File: src/rtl/uart_pkg.sv
// Types shared by the parametrised UART receiver and the future transmitter:
// FSM state encoding and the frame-format parameter set.
package uart_pkg;

    typedef enum logic [2:0] {
        IDLE,
        START,
        DATA,
        PARITY,
        STOP,
        WAIT_HIGH
    } state_t;

    typedef struct packed {
        int clk_div;
        int data_bits;
        int parity_en;
        int parity_odd;
        int stop_bits;
    } uart_cfg_t;

endpackage

File: src/rtl/uart_sync2.sv
// Two-flop synchronizer for an idle-high asynchronous line; resets to 1 so a
// reset never looks like a falling edge.
module uart_sync2 (
    input  logic clk,
    input  logic rst,
    input  logic d,
    output logic q
);

    logic s1_q;
    logic s2_q;

    always_ff @(posedge clk or negedge rst) begin
        if (!rst) begin
            s1_q <= 1'b1;
            s2_q <= 1'b1;
        end else begin
            s1_q <= d;
            s2_q <= s1_q;
        end
    end

    assign q = s2_q;

endmodule

File: src/rtl/uart_rx_param.sv
// Parametrised UART receiver: oversampled bit timer, start-glitch rejection,
// optional parity, 1/2 stop bits, valid/ready output with per-frame flags.
//
// state     | meaning
// IDLE      | line idle, waiting for rx_s low
// START     | half a bit into the start bit; re-check low or reject glitch
// DATA      | sampling DATA_BITS data bits, LSB first
// PARITY    | sampling the parity bit
// STOP      | sampling STOP_BITS stop bits
// WAIT_HIGH | line held low after the frame (break); wait for it to return high
module uart_rx_param
    import uart_pkg::*;
#(
    parameter int CLK_DIV    = 16,
    parameter int DATA_BITS  = 8,
    parameter int PARITY_EN  = 0,
    parameter int PARITY_ODD = 0,
    parameter int STOP_BITS  = 1
) (
    input  logic                 clk,
    input  logic                 rst,
    input  logic                 rx,
    output logic [DATA_BITS-1:0] m_data,
    output logic                 m_valid,
    input  logic                 m_ready,
    output logic                 parity_err,
    output logic                 frame_err,
    output logic                 overrun,
    output logic                 busy
);

    localparam uart_cfg_t CFG = '{clk_div: CLK_DIV, data_bits: DATA_BITS,
                                  parity_en: PARITY_EN, parity_odd: PARITY_ODD,
                                  stop_bits: STOP_BITS};
    localparam int            CW        = $clog2(CFG.clk_div);
    localparam logic [CW-1:0] HALF_M1   = CW'(CFG.clk_div / 2 - 1);
    localparam logic [CW-1:0] BIT_LAST  = CW'(CFG.clk_div - 1);
    localparam logic [3:0]    DATA_LAST = 4'(CFG.data_bits - 1);
    localparam logic [3:0]    STOP_LAST = 4'(CFG.stop_bits - 1);
    localparam logic          PAR_EN    = (CFG.parity_en != 0);
    localparam logic          PAR_ODD   = (CFG.parity_odd != 0);

    logic rx_s;

    state_t                 state_q, state_d;
    logic [CW-1:0]          cnt_q, cnt_d;
    logic [3:0]             bcnt_q, bcnt_d;
    logic [DATA_BITS-1:0]   sh_q, sh_d;
    logic                   perr_q, perr_d;
    logic                   ferr_q, ferr_d;
    logic                   done_q, done_d;
    logic [DATA_BITS-1:0]   m_data_q, m_data_d;
    logic                   m_valid_q, m_valid_d;
    logic                   parity_err_q, parity_err_d;
    logic                   frame_err_q, frame_err_d;
    logic                   overrun_q, overrun_d;
    logic                   tick;

    uart_sync2 u_sync (
        .clk (clk),
        .rst (rst),
        .d   (rx),
        .q   (rx_s)
    );

    assign tick = (cnt_q == BIT_LAST);

    always_comb begin
        state_d      = state_q;
        cnt_d        = tick ? '0 : cnt_q + 1'b1;
        bcnt_d       = bcnt_q;
        sh_d         = sh_q;
        perr_d       = perr_q;
        ferr_d       = ferr_q;
        done_d       = 1'b0;
        m_data_d     = m_data_q;
        m_valid_d    = m_valid_q;
        parity_err_d = parity_err_q;
        frame_err_d  = frame_err_q;
        overrun_d    = 1'b0;

        case (state_q)
            IDLE: begin
                cnt_d = '0;
                if (!rx_s) state_d = START;
            end
            START: begin
                if (cnt_q == HALF_M1) begin
                    cnt_d   = '0;
                    bcnt_d  = '0;
                    perr_d  = 1'b0;
                    ferr_d  = 1'b0;
                    state_d = rx_s ? IDLE : DATA;
                end
            end
            DATA: begin
                if (tick) begin
                    sh_d   = {rx_s, sh_q[DATA_BITS-1:1]};
                    bcnt_d = bcnt_q + 1'b1;
                    if (bcnt_q == DATA_LAST) begin
                        bcnt_d  = '0;
                        state_d = PAR_EN ? PARITY : STOP;
                    end
                end
            end
            PARITY: begin
                if (tick) begin
                    perr_d  = ((^{sh_q, rx_s}) != PAR_ODD);
                    state_d = STOP;
                end
            end
            STOP: begin
                if (tick) begin
                    if (!rx_s) ferr_d = 1'b1;
                    bcnt_d = bcnt_q + 1'b1;
                    if (bcnt_q == STOP_LAST) begin
                        done_d  = 1'b1;
                        state_d = rx_s ? IDLE : WAIT_HIGH;
                    end
                end
            end
            WAIT_HIGH: begin
                cnt_d = '0;
                if (rx_s) state_d = IDLE;
            end
            default: begin
                cnt_d   = '0;
                state_d = IDLE;
            end
        endcase

        // A held, unaccepted word wins over a newly completed frame.
        if (done_q && (!m_valid_q || m_ready)) begin
            m_data_d     = sh_q;
            parity_err_d = perr_q;
            frame_err_d  = ferr_q;
            m_valid_d    = 1'b1;
        end else if (done_q) begin
            overrun_d = 1'b1;
        end else if (m_valid_q && m_ready) begin
            m_valid_d = 1'b0;
        end
    end

    always_ff @(posedge clk or negedge rst) begin
        if (!rst) begin
            state_q      <= IDLE;
            cnt_q        <= '0;
            bcnt_q       <= '0;
            sh_q         <= '0;
            perr_q       <= 1'b0;
            ferr_q       <= 1'b0;
            done_q       <= 1'b0;
            m_data_q     <= '0;
            m_valid_q    <= 1'b0;
            parity_err_q <= 1'b0;
            frame_err_q  <= 1'b0;
            overrun_q    <= 1'b0;
        end else begin
            state_q      <= state_d;
            cnt_q        <= cnt_d;
            bcnt_q       <= bcnt_d;
            sh_q         <= sh_d;
            perr_q       <= perr_d;
            ferr_q       <= ferr_d;
            done_q       <= done_d;
            m_data_q     <= m_data_d;
            m_valid_q    <= m_valid_d;
            parity_err_q <= parity_err_d;
            frame_err_q  <= frame_err_d;
            overrun_q    <= overrun_d;
        end
    end

    assign m_data     = m_data_q;
    assign m_valid    = m_valid_q;
    assign parity_err = parity_err_q;
    assign frame_err  = frame_err_q;
    assign overrun    = overrun_q;
    assign busy       = (state_q != IDLE);

endmodule

File: config.mk
export PLATFORM = sky130hd
export DESIGN_NAME = uart_rx_param
export DESIGN_NICKNAME = d
export VERILOG_FILES = /design/src/rtl/uart_pkg.sv /design/src/rtl/uart_sync2.sv /design/src/rtl/uart_rx_param.sv
export SDC_FILE = /design/constraint.sdc
export NUM_CORES = 1
export LEC_CHECK = 0
export ABC_AREA = 1
export CORE_MARGIN = 4
export CORE_UTILIZATION = 51
export DETAILED_ROUTE_END_ITERATION = 6
export GPL_TIMING_DRIVEN = 1
export PLACE_DENSITY = 0.75
export SYNTH_ARGS = -nofsm -noshare
export SYNTH_HDL_FRONTEND = slang
export SYNTH_SLANG_ARGS = --single-unit
File: constraint.sdc
create_clock -name clk -period 1.33 [get_ports clk]
set_input_delay 0.1995 -clock clk [delete_from_list [all_inputs] [get_ports clk]]
set_output_delay 0.1995 -clock clk [all_outputs]
set_load 0.01 [all_outputs]
==> metrics <==
port bufs 16; HP Class input port to asynchronous set/reset pin; Flop pwr share 0.327; remaining antenna violation count 0; fin. max-slew vios 0; Slew HR 0.818; Synth Register Bits 36; Net Count, Synth 233; Num CTS Buffers 5; Final GP Congestion 0.863; CTS tree yes; multiplexer area fraction after synthesis 0.00618; first drt pass iteration count 4; clk buf depth 2; synth warn 0; Worst EP arrival 1660 ps; Area growth syn-to-layout 36.3%; clock share of power 0.195; final core occ 0.733; Worst-Skew Late Latency 350 ps; FP Rows 21; WHS 177 ps; Ports 17; Final Setup Violations 17; Worst Slack Setup Final -88.2 ps; routed via count 1656; first-pass GRT wire length 6400 um; Max-Cap Viols 0; synthesized area per cell 8.06 um2; H-tree levels 2; Die Ht 67.8 um; DRC 0; routed vias/inst 5.06; worst endpoint required time 1570 ps; fin crit share 1.07; DR iter-0 viols 69; area of the multi-input gates 933 um2; violated checks negative setup slack; synthesized instance count 226; initial core utilization 0.537; Synth Area in XOR/XNOR 0.00962; CP startpoint kind flop; initial antenna violation count 0; critical path peak fanout 5; Peak VDD IR 1.15 mV; layout cells sized above 1 0.327; core area 3390 um2; WS Path Type flop to flop; switching portion of total power 0.388; Hold Vio Cnt, Final 0; area share of fa/ha/maj cells after synthesis 0.0206; register area 905 um2; GR Overflow Total 0; P_sw 1510 uW; Compound-Gate Fraction of Synth Area 0.105; PwrDens 1570 nW/um2; main combinational cell family by area after synthesis simple AND/OR/NAND/NOR gates; slew of the pin with the lowest slew margin 273 ps; Die X 67.8 um; achievable frequency 0.705 GHz; # fillers 237; GRT Total Usage 0.187; kind of end point of the critical path flop; Clock Skews 6.02 ps; die area 4590 um2; Clock Root Buffer clkbuf_4; Distinct cells, synth 27; Diodes inserted 0; combinational group share of total power 0.478; Sink Count 36; Post-Synth Simple-Gate Area 0.300; Final nets 287; DP HPWL 2570 um; unrepaired setup endpoints after global routing true; clock-pin slew on the worst setup and hold paths 110 ps; Lkg Pwr 0.00134 uW; wire per inst 12.1 um; Post-Syn Area 1820 um2; status finished, violations left; Pint 2390 uW; number of global-route vias before repair 1478; DRT Wirelength 3960 um; largest net degree at the start of global routing 23; Min Clock Period, post-route 1420 ps; post-synthesis sequential area ratio 0.496
==> timing repair <==
item | 4_1_cts | 5_1_grt
hold buffers | 0 | 0
resized for setup | 32 | 19
setup endpoints to repair | 29 | 21
cloned | 0 | 1
buffers inserted | 6 | 7
hold endpoints to repair | 0 | 0
pin swaps | 7 | 8
==> logic make-up (layout without fill, tap and decap cells) <==
group,after synthesis,count (layout)
buffers and inverters,30,84
AND/OR/NAND/NOR,123,124
XOR/XNOR,2,2
flip-flops,36,36
adder cells (fa/ha/maj),3,3
multiplexers,1,1
AO/OA/AOI/OAI,31,31
==> path summary, 6_finish.rpt <==
check,startpoint,to,slack (ps),cells after the start
min,rst,state_q[2]$_DFFE_PN0P_,180,2
min in group clk,rx,u_sync.s1_q$_DFF_PN1_,250,1
max reg2reg,state_q[2]$_DFFE_PN0P_,bcnt_q[0]$_DFFE_PN0P_,-90,11
min reg2reg,u_sync.s1_q$_DFF_PN1_,u_sync.q$_DFF_PN1_,370,0
max in group asynchronous,rst,parity_err$_DFFE_PN0P_,900,2
max,state_q[2]$_DFFE_PN0P_,bcnt_q[0]$_DFFE_PN0P_,-90,11
==> power groups by stage <==
stage	sequential [uW]	clock, uW	combinational, uW
finish	1280	762	1870
global route	1290	830	2050
CTS	1270	781	1590
detailed placement	1310	0	1320
global placement	1310	0	1300
floorplan	1300	0	887
==> worst max-delay path, stage by stage (launching register included) <==
cell and delay [ps]:
dfrtp_1 410, buf_6 140, inv_6 70, nand2_8 70, inv_4 60, nand2_4 60, nand3_2 100, nand2_2 70
nor2_4 130, inv_2 70, nand2_1 80, o21ai_2 50
==> per-stage QoR <==
stage                     setup WS, ps  instance area [um2]  total power, uW  TNS, ps  cells
after global placement           -52.6                 2180             2600     -261    305
after CTS                        -90.9                 2340             3640    -1000    319
after global routing              -188                 2480             4170    -2390    327
after detailed placement         -76.9                 2180             2630     -669    305
final                            -88.2                 2480             3910     -854    327
after floorplan                  -18.6                 1830             2190    -53.6    226
==> Yosys cell counts, drive strengths merged <==
library cell | n | area share
a21oi | 4 | 0.019
and3 | 2 | 0.0076
buf | 1 | 0.0027
clkbuf | 1 | 0.0021
dfrtp | 34 | 0.47
dfstp | 2 | 0.029
ha | 3 | 0.021
inv | 28 | 0.058
mux2 | 1 | 0.0062
nand2 | 88 | 0.19
nand3 | 10 | 0.030
nor2 | 17 | 0.052
nor3 | 6 | 0.016
o21ai | 26 | 0.082
o21bai | 1 | 0.0041
xor2 | 2 | 0.0096
==> registers in the layout, indices dropped and copies added (netlist names), 3 cells and up <==
signal / cells
cnt_q: 4
m_data: 8
state_q: 3
bcnt_q: 4
sh_q: 8
==> metal layers <==
metal,routed length (um),track usage,vias up
met5,0,0,-
met4,98,0.0962,0
met3,193,0.0516,11
met2,1950,0.288,36
met1,1720,0.240,781
li1,-,-,828
==> cell type report <==
type / count / share of cell area
well taps: 46 / 0.0232
clock inverters: 3 / 0.0171
inverters: 28 / 0.0453
multi-input cells: 161 / 0.376
flip-flops and latches: 36 / 0.364
clock buffers: 5 / 0.0151
repair buffers: 48 / 0.159
==> placed cells by master, fill, tap and decap left out, types with 2 or more instances in the layout <==
| master | instances |
|---|---|
| a21oi_1 | 2 |
| buf_4 | 28 |
| buf_6 | 4 |
| clkbuf_4 | 5 |
| clkdlybuf4s50_1 | 3 |
| dfrtp_1 | 33 |
| dfstp_2 | 2 |
| dlygate4sd2_1 | 12 |
| ha_1 | 2 |
| inv_1 | 19 |
| inv_2 | 7 |
| nand2_1 | 73 |
| nand2_2 | 10 |
| nand2_4 | 4 |
| nand2_8 | 2 |
| nand3_1 | 7 |
| nand3_2 | 2 |
| nor2_1 | 11 |
| nor2_4 | 4 |
| nor3_1 | 3 |
| nor3_2 | 3 |
| o21ai_0 | 17 |
| o21ai_1 | 3 |
| o21ai_2 | 6 |
| xor2_1 | 2 |
No activity file was read; power rests on OpenSTA's default activity.
